### src/rtl/datapath_ctrl_pkg.sv
// Shared types and encodings for the datapath control FSM.
// Build option: DATAPATH_CTRL_ILLEGAL_TRAP_EN (see datapath_ctrl_decode / datapath_ctrl_fsm).
package datapath_ctrl_pkg;

    typedef enum logic [3:0] {
        S_WAIT,
        S_DECODE,
        S_GET_A,
        S_GET_B,
        S_EXEC,
        S_WR_REG,
        S_WR_IMM,
        S_HALT,
        S_ERR
    } state_t;

    // opcode = instr[15:13]
    localparam logic [2:0] OPC_ALU  = 3'b101;
    localparam logic [2:0] OPC_MOV  = 3'b110;
    localparam logic [2:0] OPC_HALT = 3'b111;

    // op = instr[12:11]
    localparam logic [1:0] OP_ADD     = 2'b00;
    localparam logic [1:0] OP_CMP     = 2'b01;
    localparam logic [1:0] OP_AND     = 2'b10;
    localparam logic [1:0] OP_MVN     = 2'b11;
    localparam logic [1:0] OP_MOV_REG = 2'b00;
    localparam logic [1:0] OP_MOV_IMM = 2'b10;

    // One-hot register-file index selects
    localparam logic [2:0] NSEL_NONE = 3'b000;
    localparam logic [2:0] NSEL_RN   = 3'b001;
    localparam logic [2:0] NSEL_RD   = 3'b010;
    localparam logic [2:0] NSEL_RM   = 3'b100;

    // Writeback source
    localparam logic VSEL_C   = 1'b0;
    localparam logic VSEL_IMM = 1'b1;

    // Registered control word driven toward the datapath
    typedef struct packed {
        logic       w;
        logic       done;
        logic       loada;
        logic       loadb;
        logic       loadc;
        logic       loads;
        logic       write;
        logic       asel;
        logic       err;
        logic [2:0] nsel;
        logic       vsel;
    } ctrl_t;

    localparam ctrl_t CTRL_RST = '{w: 1'b1, default: '0};

endpackage

### src/rtl/datapath_ctrl_decode.sv
// Instruction decode: picks the state that follows DECODE and classifies
// the instruction for EXEC (zero-A operand, compare-only).
// Build option: DATAPATH_CTRL_ILLEGAL_TRAP_EN routes illegal opcodes to ERR
// instead of retiring them as a NOP.
module datapath_ctrl_decode
    import datapath_ctrl_pkg::*;
(
    input  logic [15:0] instr,
    output state_t      next_st,
    output logic        asel_cls,
    output logic        is_cmp,
    output logic        illegal
);

    logic [2:0] opcode;
    logic [1:0] op;

    assign opcode = instr[15:13];
    assign op     = instr[12:11];

    // Register/immediate fields go straight to the datapath, not through here
    wire unused_fields = ^instr[10:0];

    // Map opcode/op onto the first execution state
    always_comb begin
        next_st  = S_WAIT;
        asel_cls = 1'b0;
        is_cmp   = 1'b0;
        illegal  = 1'b0;
        case (opcode)
            OPC_MOV: begin
                if (op == OP_MOV_IMM) begin
                    next_st = S_WR_IMM;
                end else if (op == OP_MOV_REG) begin
                    next_st  = S_GET_B;
                    asel_cls = 1'b1;
                end else begin
                    illegal = 1'b1;
                end
            end
            OPC_ALU: begin
                case (op)
                    OP_ADD, OP_AND: next_st = S_GET_A;
                    OP_CMP: begin
                        next_st = S_GET_A;
                        is_cmp  = 1'b1;
                    end
                    default: begin  // OP_MVN
                        next_st  = S_GET_B;
                        asel_cls = 1'b1;
                    end
                endcase
            end
            OPC_HALT: next_st = S_HALT;
            default:  illegal = 1'b1;
        endcase
        if (illegal) begin
`ifdef DATAPATH_CTRL_ILLEGAL_TRAP_EN
            next_st = S_ERR;
`else
            next_st = S_WAIT;
`endif
        end
    end

endmodule

### src/rtl/datapath_ctrl_fsm.sv
// Moore control FSM for the register-enable datapath. Every output is a
// register loaded from the table for the state being entered, so the
// enables are glitch-free and drop asynchronously on reset.
// Build option: DATAPATH_CTRL_ILLEGAL_TRAP_EN -- illegal opcodes lock the
// FSM in ERR with err=1; otherwise they retire as a one-cycle NOP.
module datapath_ctrl_fsm
    import datapath_ctrl_pkg::*;
#(
    parameter int INSTR_W = 16,
    parameter int VSEL_W  = 2
) (
    input  logic               clk,
    input  logic               rst_n,
    input  logic               start,
    input  logic [INSTR_W-1:0] instr,
    output logic               w,
    output logic               done,
    output logic               loada,
    output logic               loadb,
    output logic               loadc,
    output logic               loads,
    output logic               write,
    output logic [2:0]         nsel,
    output logic [VSEL_W-1:0]  vsel,
    output logic               asel,
    output logic               bsel,
    output logic               err
);

    generate
        if (INSTR_W != 16) begin : g_bad_instr_w
            $error("datapath_ctrl_fsm: only INSTR_W=16 is supported");
        end
    endgenerate

    state_t state, nxt;
    ctrl_t  ctrl, ctrl_n;

    state_t dec_next;
    logic   dec_asel, dec_cmp, dec_illegal;

    datapath_ctrl_decode u_decode (
        .instr    (instr[15:0]),
        .next_st  (dec_next),
        .asel_cls (dec_asel),
        .is_cmp   (dec_cmp),
        .illegal  (dec_illegal)
    );

    // Next-state selection
    always_comb begin
        nxt = state;
        case (state)
            S_WAIT:   if (start) nxt = S_DECODE;
            S_DECODE: nxt = dec_next;
            S_GET_A:  nxt = S_GET_B;
            S_GET_B:  nxt = S_EXEC;
            S_EXEC:   nxt = dec_cmp ? S_WAIT : S_WR_REG;
            S_WR_REG: nxt = S_WAIT;
            S_WR_IMM: nxt = S_WAIT;
            S_HALT:   nxt = S_HALT;
            S_ERR:    nxt = S_ERR;
            default:  nxt = S_WAIT;
        endcase
    end

    // Output table for the state about to be entered
    always_comb begin
        ctrl_n = '0;
        case (nxt)
            S_WAIT: ctrl_n.w = 1'b1;
            S_DECODE: begin
`ifndef DATAPATH_CTRL_ILLEGAL_TRAP_EN
                // An illegal word retires from DECODE straight back to WAIT
                ctrl_n.done = dec_illegal;
`endif
            end
            S_GET_A: begin
                ctrl_n.nsel  = NSEL_RN;
                ctrl_n.loada = 1'b1;
            end
            S_GET_B: begin
                ctrl_n.nsel  = NSEL_RM;
                ctrl_n.loadb = 1'b1;
            end
            S_EXEC: begin
                ctrl_n.asel = dec_asel;
                if (dec_cmp) begin
                    ctrl_n.loads = 1'b1;
                    ctrl_n.done  = 1'b1;
                end else begin
                    ctrl_n.loadc = 1'b1;
                end
            end
            S_WR_REG: begin
                ctrl_n.nsel  = NSEL_RD;
                ctrl_n.vsel  = VSEL_C;
                ctrl_n.write = 1'b1;
                ctrl_n.done  = 1'b1;
            end
            S_WR_IMM: begin
                ctrl_n.nsel  = NSEL_RN;
                ctrl_n.vsel  = VSEL_IMM;
                ctrl_n.write = 1'b1;
                ctrl_n.done  = 1'b1;
            end
            // done only on the entry cycle; HALT then sits silent
            S_HALT: ctrl_n.done = (state != S_HALT);
            S_ERR: begin
`ifdef DATAPATH_CTRL_ILLEGAL_TRAP_EN
                ctrl_n.err = 1'b1;
`endif
            end
            default: ctrl_n = '0;
        endcase
    end

    // State and control-word registers
    always_ff @(posedge clk or negedge rst_n) begin
        if (!rst_n) begin
            state <= S_WAIT;
            ctrl  <= CTRL_RST;
        end else begin
            state <= nxt;
            ctrl  <= ctrl_n;
        end
    end

    assign w     = ctrl.w;
    assign done  = ctrl.done;
    assign loada = ctrl.loada;
    assign loadb = ctrl.loadb;
    assign loadc = ctrl.loadc;
    assign loads = ctrl.loads;
    assign write = ctrl.write;
    assign nsel  = ctrl.nsel;
    assign vsel  = VSEL_W'(ctrl.vsel);
    assign asel  = ctrl.asel;
    assign bsel  = 1'b0;
    // ERR is unreachable without the trap build, so this register stays 0 there
    assign err   = ctrl.err;

endmodule
### config.mk
export PLATFORM = sky130hd
export DESIGN_NAME = datapath_ctrl_fsm
export DESIGN_NICKNAME = d
export VERILOG_FILES = /design/src/rtl/datapath_ctrl_pkg.sv /design/src/rtl/datapath_ctrl_decode.sv /design/src/rtl/datapath_ctrl_fsm.sv
export SDC_FILE = /design/constraint.sdc
export NUM_CORES = 1
export LEC_CHECK = 0
export CORE_MARGIN = 3
export CORE_UTILIZATION = 43
export CTS_CLUSTER_DIAMETER = 30
export DETAILED_ROUTE_END_ITERATION = 16
export MAX_ROUTING_LAYER = met4
export PLACE_DENSITY = 0.88
export SETUP_SLACK_MARGIN = 0.4
export SLEW_MARGIN = 20
export SYNTH_ARGS = -nofsm -noshare
export SYNTH_HDL_FRONTEND = slang
export SYNTH_SLANG_ARGS = --single-unit
export TNS_END_PERCENT = 1
### constraint.sdc
create_clock -name clk -period 3.6 [get_ports clk]
set_clock_uncertainty 0.15 [all_clocks]
set_input_delay 0.36 -clock clk [delete_from_list [all_inputs] [get_ports clk]]
set_output_delay 0.36 -clock clk [all_outputs]
set_load 0.03 [all_outputs]
==> summary.md <==
| Metric | Value |
|---|---|
| Vias in the first global route | `about 550` |
| Status | `complete, no violations` |
| GP Congestion | `about 0.80` |
| Fmax | `~500 MHz` |
| Worst Hold Class | `primary input to asynchronous set/reset pin` |
| All-layer global routing usage | `16.3%` |
| Io pins | `34` |
| Share of cells above drive strength 1 | `about 15%` |
| Total wire length | `between 1.5 and 2 mm` |
| Worst R2R Setup Slack | `between 1500 and 2000 ps` |
| Area delta synth->final | `30.0%` |
| Hold-fix buffer count after cts | `0` |
| Final WS setup | `1610 ps` |
| Setup Buffers After CTS | `0` |
| H-Tree Depth | `1` |
| Post-route cell area | `about 1000 um^2` |
| Max cap viols | `0` |
| Vias/cell | `5.16` |
| DP Area | `~960 um^2` |
| Post-cts sizing count | `0` |
| Synth top area share | `48.9%` |
| RSZ-0062 raised after global routing | `no` |
| Slew @ Worst Pin | `about 670 ps` |
| DR pass1 iterations | `4` |
| Wirelength per Cell | `roughly 13 um` |
| Initial Util | `48.2%` |
| Final TNS setup | `0 ps` |
| Remaining Overflow, GRT | `0` |
| Synth top cells by count | `dfrtp_1 (15), nor2_1 (7), o21ai_0 (5)` |
| Antenna violations before repair | `0` |
| DRT iter0 DRCs | `9` |
| Pre-CTS setup slack | `between 1000 and 1500 ps` |
| Seq cells post-synth | `16` |
| First-pass GRT wire length | `~2.4 mm` |
| Cells after Synth | `71` |
| Die width | `a little under 50 um` |
| Fillers | `121` |
| DIE AREA | `around 0.0023 mm^2` |
| Period utilization | `approximately 55%` |
| Crit-path slowest cell | `clkdlybuf4s50_1` |
| DP Wirelength | `1.10 mm` |
| Yosys Warn Count | `0` |
| Required time worst endpoint | `3640 ps` |
| Worst-path fanout max | `8` |
| CTS Buf Count | `3` |
| # diodes | `0` |
| Top cells by area, synth | `dfrtp_1 (49%), dfstp_2 (3.4%), nor2_1 (3.4%)` |
| Register area | `about 400 um^2` |
| Leading register cell type out of synthesis | `dfrtp_1` |
| Clk root buf | `clkbuf_4` |
| Final Hold Viols | `0` |
| Max VDD drop | `roughly 0.42 mV` |
| Crit-path cells | `clkdlybuf4s50_1, and4bb_4, a211oi_4, nor3_2, nand3_1, inv_1, a21o_1` |
| Row count | `14` |
| Register area share after synthesis | `~52%` |
| Mapped Avg Cell Area | `around 11 um^2` |
| Crit end category | `register` |
| Slew Limit Fails | `0` |
| CP peak stage delay | `about 530 ps` |
| Synth Cell Area | `between 700 and 800 um^2` |
| Max Root-Sink Buffers | `2` |
| Pleak | `0.452 nW` |
| Port Buffers | `19` |
| Minimum clock period | `1990 ps` |
| Slew HR | `a little under three fifths` |
| Vias after detailed routing | `~600` |
| Final core occ | `a little over three fifths` |
| Multi-input logic area | `322 um^2` |
| Cell Pwr Density | `716 mW/mm^2` |
| Hold slack | `roughly 320 ps` |
| Synth area leader | `dfrtp_1` |
| Worst Path Arrival | `approximately 2000 ps` |
| Top-count cell post-synth | `dfrtp_1` |
| Antenna-violating nets left | `0` |
| Startpoint Class | `primary input` |
| Die Ht | `between 40 and 50 um` |
| Final nets | `112` |
| Reg clk slew, reported paths | `90 ps` |
| Setup violations, final | `0` |
| Async SR Flop Fraction | `100%` |
| Post-synth EDFFs | `0` |
| # DRC | `0` |
| CTS tree | `done` |
| Synth unique cells | `31` |
| Core Box Area | `about 0.0016 mm^2` |
| Worst-Skew Late Latency | `290 ps` |
| Setup Crit Path Kind | `primary input to register` |
| Largest net degree at the start of global routing | `17` |
| CTS sink count | `16` |
-- final timing paths --
path / start / to / cells past startpoint
setup / recovery: instr[13] / write / 7
hold / removal: rst_n / done / 1
setup reg to reg: state[2] / write / 6
hold reg to reg: state[3] / state[1] / 1
max in group asynchronous: rst_n / state[0] / 1
min in group clk: state[3] / state[1] / 1
-- cell usage in the layout (no fill, tap or decap) --
cell type and instances:
clkdlybuf4s50_1 19, a211oi_4 1, nor2b_1 3, and4bb_4 1
nor4_2 1, or2_4 1, a2111oi_0 1, and3_1 3
and2_1 1, and4bb_1 1, clkbuf_8 1, nand2b_1 1
a22oi_1 1, nor3_2 2, nand3b_1 1, o21ai_0 5
o2111ai_1 1, xnor2_1 1, nand2_1 3, dfstp_2 1
nor3_1 2, a21oi_2 1, nand3_1 2, a21o_1 3
inv_2 1, clkbuf_4 3, nand2_2 1, dfrtp_1 15
nor2_1 7, conb_1 3, o32ai_1 1, inv_1 4
-- stage by stage --
| step | std cells | power [mW] |
|---|---|---|
| CTS | 116 | 0.720 |
| finish | 116 | 0.715 |
| global placement | 112 | 0.586 |
| detailed placement | 112 | 0.598 |
| global route | 116 | 0.755 |
| floorplan | 73 | 0.486 |
-- cell type report --
type                       count  area share [%]
clock buffer                   4            3.63
inverter                       5            1.88
multi-input combinational     48            32.2
sequential                    16            40.2
tap                           24            3.01
timing repair buffer          19            19.0
-- critical path, delay by kind of cell --
kind,cells,cell delay (ps)
buffers and inverters,2,620
AOI/OAI and AO/OA,2,500
and+or+nand+nor,3,550
-- cells by family (layout without fill, tap and decap cells) --
group / Yosys count / after routing / synth area share, %
DFF: 16 / 16 / 52.3
xor gates and xnor gates: 1 / 1 / 1.14
buffers and inverters: 9 / 28 / 6.84
AOI/OAI and AO/OA: 14 / 14 / 14.3
and+or+nand+nor: 30 / 30 / 24.9
other: 1 / 3 / 0.488
-- flip-flops by register name, summed over array words and instances (netlist names) --
register  flops
loadb         1
nsel          3
write         1
loadc         1
state         4
loads         1
asel          1
vsel          1
loada         1
w             1
done          1
-- per-layer routing --
metal  track usage (%)  vias up  share of wire, %
li1                  -      282                 -
met1              17.9      293                40
met2              26.0       20                52
met3              4.43        4               4.4
met4              9.68        0               2.7
met5                 -        -                 0
-- report_power, final --
part | internal (mW) | switching (mW)
logic | 0.140 | 0.191
registers | 0.235 | 0.0294
clock network | 0.0617 | 0.0584
total | 0.436 | 0.278
(Power assumes the default switching activity.)
